**config.mk**
```make
export PLATFORM = sky130hd
export DESIGN_NAME = timer_counter
export DESIGN_NICKNAME = d
export VERILOG_FILES = /design/src/rtl/timer_counter.sv
export SDC_FILE = /design/constraint.sdc
export NUM_CORES = 1
export LEC_CHECK = 0
export CAP_MARGIN = 0
export CORE_UTILIZATION = 45
export CTS_CLUSTER_SIZE = 12
export DETAILED_ROUTE_END_ITERATION = 16
export GPL_TIMING_DRIVEN = 0
export PLACE_DENSITY = 0.77
export REMOVE_ABC_BUFFERS = 1
export SYNTH_ARGS = -nofsm -noshare
export SYNTH_HDL_FRONTEND = slang
export SYNTH_SLANG_ARGS = --single-unit
```
**constraint.sdc**
```tcl
create_clock -name clk -period 2.3 [get_ports clk]
set_clock_uncertainty 0.1 [all_clocks]
set_input_delay 0.345 -clock clk [delete_from_list [all_inputs] [get_ports clk]]
set_output_delay 0.345 -clock clk [all_outputs]
set_load 0.05 [all_outputs]
```
**src/rtl/timer_counter.sv**
```systemverilog
// Memory-mapped 32-bit programmable down-counter with CTRL/PRESET/COUNT registers.
// One-shot mode holds irq until software acknowledges it; auto-reload mode pulses irq once per period.
module timer_counter (
  input  logic        clk,
  input  logic        reset,
  input  logic [31:2] addr,
  input  logic        we,
  input  logic [31:0] wdata,
  output logic [31:0] rdata,
  output logic        irq
);

  typedef enum logic [1:0] {
    ST_IDLE = 2'd0,
    ST_LOAD = 2'd1,
    ST_CNT  = 2'd2,
    ST_INT  = 2'd3
  } state_e;

  localparam logic [1:0] ADDR_CTRL   = 2'd0;
  localparam logic [1:0] ADDR_PRESET = 2'd1;
  localparam logic [1:0] ADDR_COUNT  = 2'd2;
  localparam logic [1:0] ADDR_RSVD   = 2'd3;
  localparam logic [1:0] MODE_RELOAD = 2'd1;

  state_e      state_q, state_d;
  logic        en_q, en_d;
  logic [1:0]  mode_q, mode_d;
  logic        im_q, im_d;
  logic [31:0] preset_q, preset_d;
  logic [31:0] count_q, count_d;
  logic        flag_q, flag_d;
  logic        irq_q, irq_d;

  logic        wrCtrl;
  logic        wrPreset;
  logic        setFlag;
  logic        reloadAck;
  logic        unusedAddrBits;

  assign wrCtrl         = we && (addr[3:2] == ADDR_CTRL);
  assign wrPreset       = we && (addr[3:2] == ADDR_PRESET);
  assign unusedAddrBits = ^addr[31:4];

  // Counter FSM first, then CPU writes layered on top so a CTRL write beats the INT-state EN clear.
  always_comb begin
    state_d   = state_q;
    en_d      = en_q;
    mode_d    = mode_q;
    im_d      = im_q;
    preset_d  = preset_q;
    count_d   = count_q;
    flag_d    = flag_q;
    setFlag   = 1'b0;
    reloadAck = 1'b0;

    case (state_q)
      ST_IDLE: begin
        if (en_q) begin
          state_d = ST_LOAD;
        end
      end
      ST_LOAD: begin
        count_d = preset_q;
        state_d = ST_CNT;
      end
      ST_CNT: begin
        if (!en_q) begin
          state_d = ST_IDLE;
        end else if (count_q > 32'd1) begin
          count_d = count_q - 32'd1;
        end else begin
          count_d = 32'd0;
          setFlag = 1'b1;
          state_d = ST_INT;
        end
      end
      ST_INT: begin
        if (mode_q == MODE_RELOAD) begin
          reloadAck = 1'b1;
          state_d   = ST_LOAD;
        end else begin
          en_d    = 1'b0;
          state_d = ST_IDLE;
        end
      end
      default: begin
        state_d = ST_IDLE;
      end
    endcase

    if (wrCtrl) begin
      en_d   = wdata[0];
      mode_d = wdata[2:1];
      im_d   = wdata[3];
    end
    if (wrPreset) begin
      preset_d = wdata;
    end

    // Expiry in the same cycle as an acknowledging write must not lose the interrupt.
    if (setFlag) begin
      flag_d = 1'b1;
    end else if (wrCtrl || wrPreset || reloadAck) begin
      flag_d = 1'b0;
    end
  end

  assign irq_d = flag_d & im_d;

  always_ff @(posedge clk or posedge reset) begin
    if (reset) begin
      state_q  <= ST_IDLE;
      en_q     <= 1'b0;
      mode_q   <= 2'd0;
      im_q     <= 1'b0;
      preset_q <= 32'd0;
      count_q  <= 32'd0;
      flag_q   <= 1'b0;
      irq_q    <= 1'b0;
    end else begin
      state_q  <= state_d;
      en_q     <= en_d;
      mode_q   <= mode_d;
      im_q     <= im_d;
      preset_q <= preset_d;
      count_q  <= count_d;
      flag_q   <= flag_d;
      irq_q    <= irq_d;
    end
  end

  always_comb begin
    rdata = 32'd0;
    case (addr[3:2])
      ADDR_CTRL:   rdata = {28'd0, im_q, mode_q, en_q};
      ADDR_PRESET: rdata = preset_q;
      ADDR_COUNT:  rdata = count_q;
      ADDR_RSVD:   rdata = 32'd0;
      default:     rdata = 32'd0;
    endcase
  end

  assign irq = irq_q;

endmodule

```
## Word level (Yosys, flattened, before mapping)

Index checks and enable logic that the tools add are counted.

- Bits in registers: 72
- Input bits: 65
- Output and inout port bits: 33
- Logic and storage cells: 53

- Add/subtract/negate cells: 1
- $lt $le $gt $ge: 1
- Equality and inequality tests: 11
- Muxes and demuxes: 20
- Bitwise operators: 1
- Reductions and logical operators: 11

Operators by type and width:

| cell | number |
|---|---|
| 32-bit one-hot mux with 4 select lines | 1 |
| 32-bit 2-to-1 mux | 2 |
| 32-bit one-hot mux with 2 select lines | 1 |
| 32-bit by 1-bit > comparator with 1-bit output, second input constant | 1 |
| 32-bit by 1-bit subtractor with 32-bit output, second input constant | 1 |
| 1-bit 2-to-1 mux | 12 |
| 2-bit equality test, second input constant | 4 |
| 2-bit one-hot mux with 4 select lines | 1 |
| 2-bit by 1-bit equality test with 1-bit output, second input constant | 3 |
| 2-bit 2-to-1 mux | 3 |
| 2-bit inequality test, second input constant | 3 |
| 2-bit AND reduction | 3 |
| 2-bit zero test | 2 |
| 2-bit nonzero test | 2 |
| 3-bit inequality test, second input constant | 1 |
| 1-bit logical AND | 2 |
| 1-bit logical OR | 2 |
| 1-bit bitwise AND | 1 |

## Longest topological paths before layout

Gate-level depths: netlist of the first run.

- Word-level depth: 7
- Gate-level depth with buffers: 9
- Gate-level depth less buffers: 8

## Worst setup path before layout of the first run

No wires, ideal clock.

- Path type: register to register
- From: register count_q[13]
- To: register count_q[17]
- Library setup time: 0.131 ns
- Data arrival time: 2.267 ns
- Data required time: 2.069 ns
- Path slack: -0.198 ns
- Stages on the path, launching flop included: 6
- Path buffers: 0
- Period minus slack after synthesis: 2.498 ns
- Cell sequence: dfrtp_1 or4_4 or4_4 o31a_4 o211a_1 or3_1

- Cells in the longest elaborated chain, start to end: 4
- Elaborated cells on any way between the ends: 5
- Those cells by class: add/sub (1); order compare (1); mux (3)

Ends and longest elaborated chain:

| what | RTL line | RTL |
|---|---|---|
| from (decl) | 31 | `logic [31:0] count_q, count_d;` |
| from (signal assigned) | 127 | `count_q <= count_d;` |
| 32-bit by 1-bit subtractor with 32-bit output or 32-bit by 1-bit > comparator with 1-bit output (tied branches) | 71, 70 |  |
| 32-bit 2-to-1 mux * | 70 | `end else if (count_q > 32'd1) begin` |
| 32-bit 2-to-1 mux * | 68 | `if (!en_q) begin` |
| 32-bit one-hot mux with 2 select lines * | 57 | `case (state_q)` |

Mark *: on every way between the ends. The rest lies on a longest branch, timed or not. The select of a mux whose other input is x is not followed.
A chain may end at the register's enable or synchronous reset.

## Final worst setup path of the first run

- From: register count_q[13]
- To: register count_q[8]

- Cells in the longest elaborated chain, start to end: 4

Ends and longest elaborated chain:

| what | RTL line |
|---|---|
| 32-bit by 1-bit > comparator with 1-bit output | 70 |
| 32-bit 2-to-1 mux | 70 |
| 32-bit 2-to-1 mux | 68 |
| 32-bit one-hot mux with 2 select lines | 57 |

Every way passes these cells. The select of a mux whose other input is x is not followed.

==> results.yml, run 1 <==
clocking:
  ctsHoldBuffers: 0
  cts.sinks: 72
  clk_latency_ps: 360
  clk_path_buf_depth: 2
  path_clk_slew_ps: 80
  cts_tree: "built"
  cts_max_level: 3
  cts_buffers: 9
  cts-root-buf: "clkbuf_8"
global_routing:
  grt_max_degree: 73
  track_usage_pct: 28.9
  grt_pass1_vias: 3965
  grt_pass1_wl_um: 19800
  grt-ovfl-total: 0
  grt_antenna_before_repair: 0
synth:
  postSynthCellCount: 396
  synth_cell_types: 48
  syn_area_per_cell_sq_um: 10.0
  synth-seq-area-share_pct: 45.5
  yosys.area.top_type: "dfrtp_1"
  synthAdderAreaFrac_pct: 0.632
  synth_xor_area_share_pct: 0
  synth-main-ff-cell: "dfrtp_1"
  synth_compound_area_share_pct: 21.7
  synth_edf_count: 0
  synth_top_family_by_area: "compound AO/OA/AOI/OAI gates"
  synth_top_area_share_pct: 45.5
  synthSimpleGateAreaFrac_pct: 17.7
  synth_area_leaders: "dfrtp_1 45%, mux2_2 10%, a22o_1 6.4%"
  async_reset_ff_share_pct: 100
  ys_warn_count: 0
  syn_area_sq_um: 3960
  synth_mux_area_share_pct: 11.0
  ys_ff_latch: 72
route:
  totalWireLength_um: 12700
  drtIter0Drc: 389
  antenna_left: 0
  route.detailed.drc: 0
  drt_pre_antenna_iters: 5
  vias: 3943
  drt-wirelength-per-cell_um: 21.2
  viasPerCell: 6.55
run_status:
  status: "complete, but fails checks"
  violations: "setup timing"
placement:
  dp_hpwl_um: 7000
  dp_cells: 549
  dp_slack_ps: -1280
  gp_congestion: 0.884
  port_buffers: 69
timing:
  fin_crit_sh_pct: 109
  hold_ws_ps: 320
  worst_slack_ps: -216
  period_minus_slack_ps: 2520
  rsz0062_at_grt: "yes"
  finalHoldViolCount: 0
  finalSetupViolCount: 29
  slew_headroom_pct: 48.1
  worst_pin_slew_ps: 775
  slew_viol_final: 0
  fmax_mhz: 397
worst_setup_path:
  crit_family: "simple AND/OR/NAND/NOR gates"
  cpMaxStageDelayCell: "or4_4"
  critical_path.cell_chain: "or4_4 > or4_4 > o31a_4 > nand2_8 > buf_6 > nor3_1 > a221o_1"
  timing.critical_path.buf_inv: 1
  cp.required_ps: 2450
  cpMostUsedCell: "or4_4"
  cp_max_fo: 6
  endpoint_kind: "flop"
  start_kind: "flop"
  worstSetupPathType: "flop to flop"
  max_stage_delay_ps: 550
  worst_ep_arrival_time_ps: 2670
power_and_ir_drop:
  total_power_mw: 6.89
  p_per_area_nw_per_um2: 1210
  ir_drop_v: 0.000564
  leakagePower_nw: 2.31
finish:
  final_layout_size_suffix_gt1_share_pct: 37.6
  fin_util_pct: 67.8
  diodes: 0
  fillers: 629
  num-nets-final: 559
  final_common_cell: "dfrtp_1"
  syn_to_final_growth_pct: 43.5
  final_cell_mix: "67 x dfrtp_1, 35 x mux2_2, 35 x clkdlybuf4s50_1"
  stdcell_count: 602
floorplan:
  dieArea_sq_um: 9180
  coreArea_sq_um: 8380
  fp.dieH_um: 95.8
  ios: 98
  start_util_pct: 47.2
  fp.dieW_um: 95.8
  rows: 33
run:
  max_cap_violations: 0
min_path:
  hold_path_class: "primary input to asynchronous set/reset pin"
==> cells in the mapped netlist (all sizes together) (2+ instances only) <==
cell type and instances:
a21o 2, a21oi 24, a221o 4, a22o 29, a22oi 8, a31oi 2, a32oi 2, and2 3
and3 8, buf 8, clkbuf 17, dfrtp 72, ha 2, inv 9, mux2 35, mux2i 4
nand2 27, nand2b 5, nand3 27, nand4 3, nor2 17, nor2b 4, nor3 13, nor4 6
o211ai 3, o21ai 21, o22ai 2, o311ai 10, o31ai 5, or3 12, or4 2
==> cell type report <==
cell class	instances	area, sq um	share of cell area, %
multi-input cells	290	2400	42.3
flip-flops and latches	72	1810	31.8
repair buffers	110	1090	19.2
well taps	105	131	2.31
clock buffers	10	128	2.25
clock inverters	6	83.8	1.48
inverters	9	40.0	0.705
==> worst register-to-register path, cell delays in order, from the launching register on <==
cell and delay, ps:
dfrtp_1 390, or4_4 550, or4_4 470, o31a_4 360
nand2_8 130, buf_6 110, nor3_1 40, a221o_1 270
==> flip-flops by register name (all words and copies together), names as in the netlist <==
| name | count |
|---|---|
| count_q | 32 |
| en_q | 1 |
| flag_q | 1 |
| im_q | 1 |
| irq | 1 |
| mode_q | 2 |
| preset_q | 32 |
| state_q | 2 |
==> power by group <==
| part | internal [mW] | switching [mW] |
|---|---|---|
| Clock | 0.607 | 0.495 |
| Combinational | 1.51 | 1.95 |
| Sequential | 1.69 | 0.644 |
==> per-layer routing <==
layer	track usage, %	wire length [um]	part of all wire [%]	up-vias
li1	-	-	-	1708
met1	35.9	5000	39	1952
met2	46.4	6210	49	226
met3	5.77	1050	8.2	57
met4	17.7	481	3.8	0
met5	0	0	0	-
==> timing repair <==
item	CTS	global route
gates cloned	1	0
resized for setup	166	48
setup endpoints to repair	100	47
setup buffers	32	6
pin swaps	21	8
==> final timing paths <==
kind | from | endpoint | slack, ps | depth (start not counted)
worst max-delay path | count_q[13]$_DFFE_PP0P_ | count_q[8]$_DFFE_PP0P_ | -220 | 7
min in group clk | count_q[15]$_DFFE_PP0P_ | count_q[15]$_DFFE_PP0P_ | 430 | 1
max in group asynchronous | reset | count_q[16]$_DFFE_PP0P_ | 1480 | 3
worst max register to register | count_q[13]$_DFFE_PP0P_ | count_q[8]$_DFFE_PP0P_ | -220 | 7
worst min-delay path | reset | preset_q[28]$_DFFE_PP0P_ | 320 | 3
worst min register to register | count_q[15]$_DFFE_PP0P_ | count_q[15]$_DFFE_PP0P_ | 430 | 1
==> logic make-up (layout without fill, tap and decap cells) <==
logic type	Yosys count	after routing
and+or+nand+nor	131	131
AOI/OAI and AO/OA	118	118
DFF	72	72
muxes	39	39
buffers and inverters	34	135
adders and majority gates	2	2
==> metrics by stage <==
step                area (sq um)  TNS, ps
detailed placement          4790   -98490
CTS                         5630    -2990
global placement            4680  -314830
global route                5680    -5240
finish                      5680    -3940
floorplan                   3860   -49010
Power figures use the tool's default switching activity.
==> inputs of run 2 (changes only) <==
--- a/config.mk
+++ b/config.mk
@@ -6,12 +6,12 @@
 export NUM_CORES = 1
 export LEC_CHECK = 0
 export CAP_MARGIN = 0
-export CORE_UTILIZATION = 45
+export CORE_UTILIZATION = 25
 export CTS_CLUSTER_SIZE = 12
 export DETAILED_ROUTE_END_ITERATION = 16
 export GPL_TIMING_DRIVEN = 0
-export PLACE_DENSITY = 0.77
 export REMOVE_ABC_BUFFERS = 1
+export SLEW_MARGIN = 20
 export SYNTH_ARGS = -nofsm -noshare
 export SYNTH_HDL_FRONTEND = slang
 export SYNTH_SLANG_ARGS = --single-unit
==> results.yml, run 2 (same netlist as run 1, synthesis figures left out) <==
finish:
  final_common_cell: "dfrtp_1"
  fin_util_pct: 37.8
  final_layout_size_suffix_gt1_share_pct: 31.9
  stdcell_count: 706
  fin_area_sq_um: 5790
  diodes: 0
  final_cell_mix: "68 x dfrtp_1, 35 x mux2_2, 35 x clkdlybuf4s50_1"
  reg_top3: "count_q (32), preset_q (32)"
  syn_to_final_growth_pct: 46.3
  num-nets-final: 557
clocking:
  clk_latency_ps: 350
  cts_buffers: 9
  cts.sinks: 72
  path_clk_slew_ps: 60
  cts_tree: "built"
  cts-root-buf: "clkbuf_16"
  ctsHoldBuffers: 0
  cts_max_level: 3
  clk_path_buf_depth: 2
floorplan:
  ios: 98
  start_util_pct: 25.9
  rows: 45
  fp.dieW_um: 128
  coreArea_sq_um: 15300
  dieArea_sq_um: 16300
  fp.dieH_um: 128
worst_setup_path:
  cpMaxStageDelayCell: "or4_4"
  max_stage_delay_ps: 540
  reg2reg_depth: 7
  r2r_start: "count_q[13]$_DFFE_PP0P_"
  cp.required_ps: 2430
  cp_max_fo: 5
  worst_ep_arrival_time_ps: 2600
  timing.critical_path.buf_inv: 2
  start_kind: "flop"
  r2r-end: "count_q[19]$_DFFE_PP0P_"
  r2r_slack_ps: -180
  crit_family: "simple AND/OR/NAND/NOR gates"
  endpoint_kind: "flop"
  worstSetupPathType: "flop to flop"
  crit_cells: 7
  critical_path.cell_chain: "or4_4 > or4_4 > o31ai_4 > buf_6 > buf_6 > a21oi_2 > a221o_1"
timing:
  finalHoldViolCount: 0
  worst_slack_ps: -176
  worst_pin_slew_ps: 765
  slew_viol_final: 0
  tns_ps: -2160
  fmax_mhz: 404
  hold_ws_ps: 280
  slew_headroom_pct: 48.8
  finalSetupViolCount: 27
  fin_crit_sh_pct: 108
  rsz0062_at_grt: "yes"
  period_minus_slack_ps: 2480
power_and_ir_drop:
  ir_drop_v: 0.000591
  p_per_area_nw_per_um2: 1180
  total_power_mw: 6.86
  leakagePower_nw: 2.26
route:
  route.detailed.drc: 0
  totalWireLength_um: 12700
  viasPerCell: 5.12
  antenna_left: 0
  drtIter0Drc: 339
  drt_pre_antenna_iters: 4
  vias: 3615
  drt-wirelength-per-cell_um: 17.9
run_status:
  violations: "setup timing"
  status: "complete, but fails checks"
placement:
  dp_slack_ps: -1040
  dp_cells: 654
  gp_congestion: 0.821
  port_buffers: 69
  dp_hpwl_um: 8020
  postPlaceCellArea_sq_um: 4910
global_routing:
  met3_usage_pct: 3.76
  grt_max_degree: 39
  grt_antenna_before_repair: 0
  track_usage_pct: 16.0
  grtUsageMet1_pct: 19.9
  grt_use_met2_pct: 25.5
  grt_pass1_wl_um: 19900
  grt-ovfl-total: 0
  grt_pass1_vias: 3763
  busiest_layer: "met2"
run:
  max_cap_violations: 0
min_path:
  hold_path_class: "primary input to asynchronous set/reset pin"
run 2: per-layer routing:
metal	part of all wire (%)	vias to the layer above
li1	-	1703
met1	42	1736
met2	47	142
met3	7.2	34
met4	3.8	0
met5	0	-
run 2: where the power goes:
part	switching, mW	internal, mW
combinational	1.71	1.33
clock	0.536	0.978
sequential	0.605	1.69
total	2.85	4.01
run 2: cell type report:
type | count | area [sq um]
inverters | 9 | 40.0
clock buffers | 13 | 250
repair buffers | 106 | 1090
well taps | 211 | 264
multi-input cells | 292 | 2270
fillers | 1532 | 9520
flip-flops and latches | 72 | 1810
clock inverters | 3 | 65.1
run 2: worst max path at each step:
stage                            start                        to
4_1_cts        count_q[13]$_DFFE_PP0P_   count_q[17]$_DFFE_PP0P_
2_1_floorplan                  addr[2]   preset_q[0]$_DFFE_PP0P_
3_5_place_dp                   addr[3]                 rdata[30]
3_3_place_gp                   addr[2]  preset_q[21]$_DFFE_PP0P_
6_report       count_q[13]$_DFFE_PP0P_   count_q[19]$_DFFE_PP0P_
5_1_grt        count_q[23]$_DFFE_PP0P_   count_q[17]$_DFFE_PP0P_
run 2: worst reg2reg max path: cells and delay by family (launching register included):
kind	cells	cell delay (ps)
buffers and inverters	2	300
AO/OA/AOI/OAI	3	580
AND/OR/NAND/NOR	2	1010
flip-flops	1	370
run 2: what timing repair did:
action / 4_1_cts / 5_1_grt
resized for setup: 134 / 21
pin swaps: 14 / 9
setup endpoints to repair: 100 / 34
setup buffers: 26 / 8
gates cloned: 2 / 0
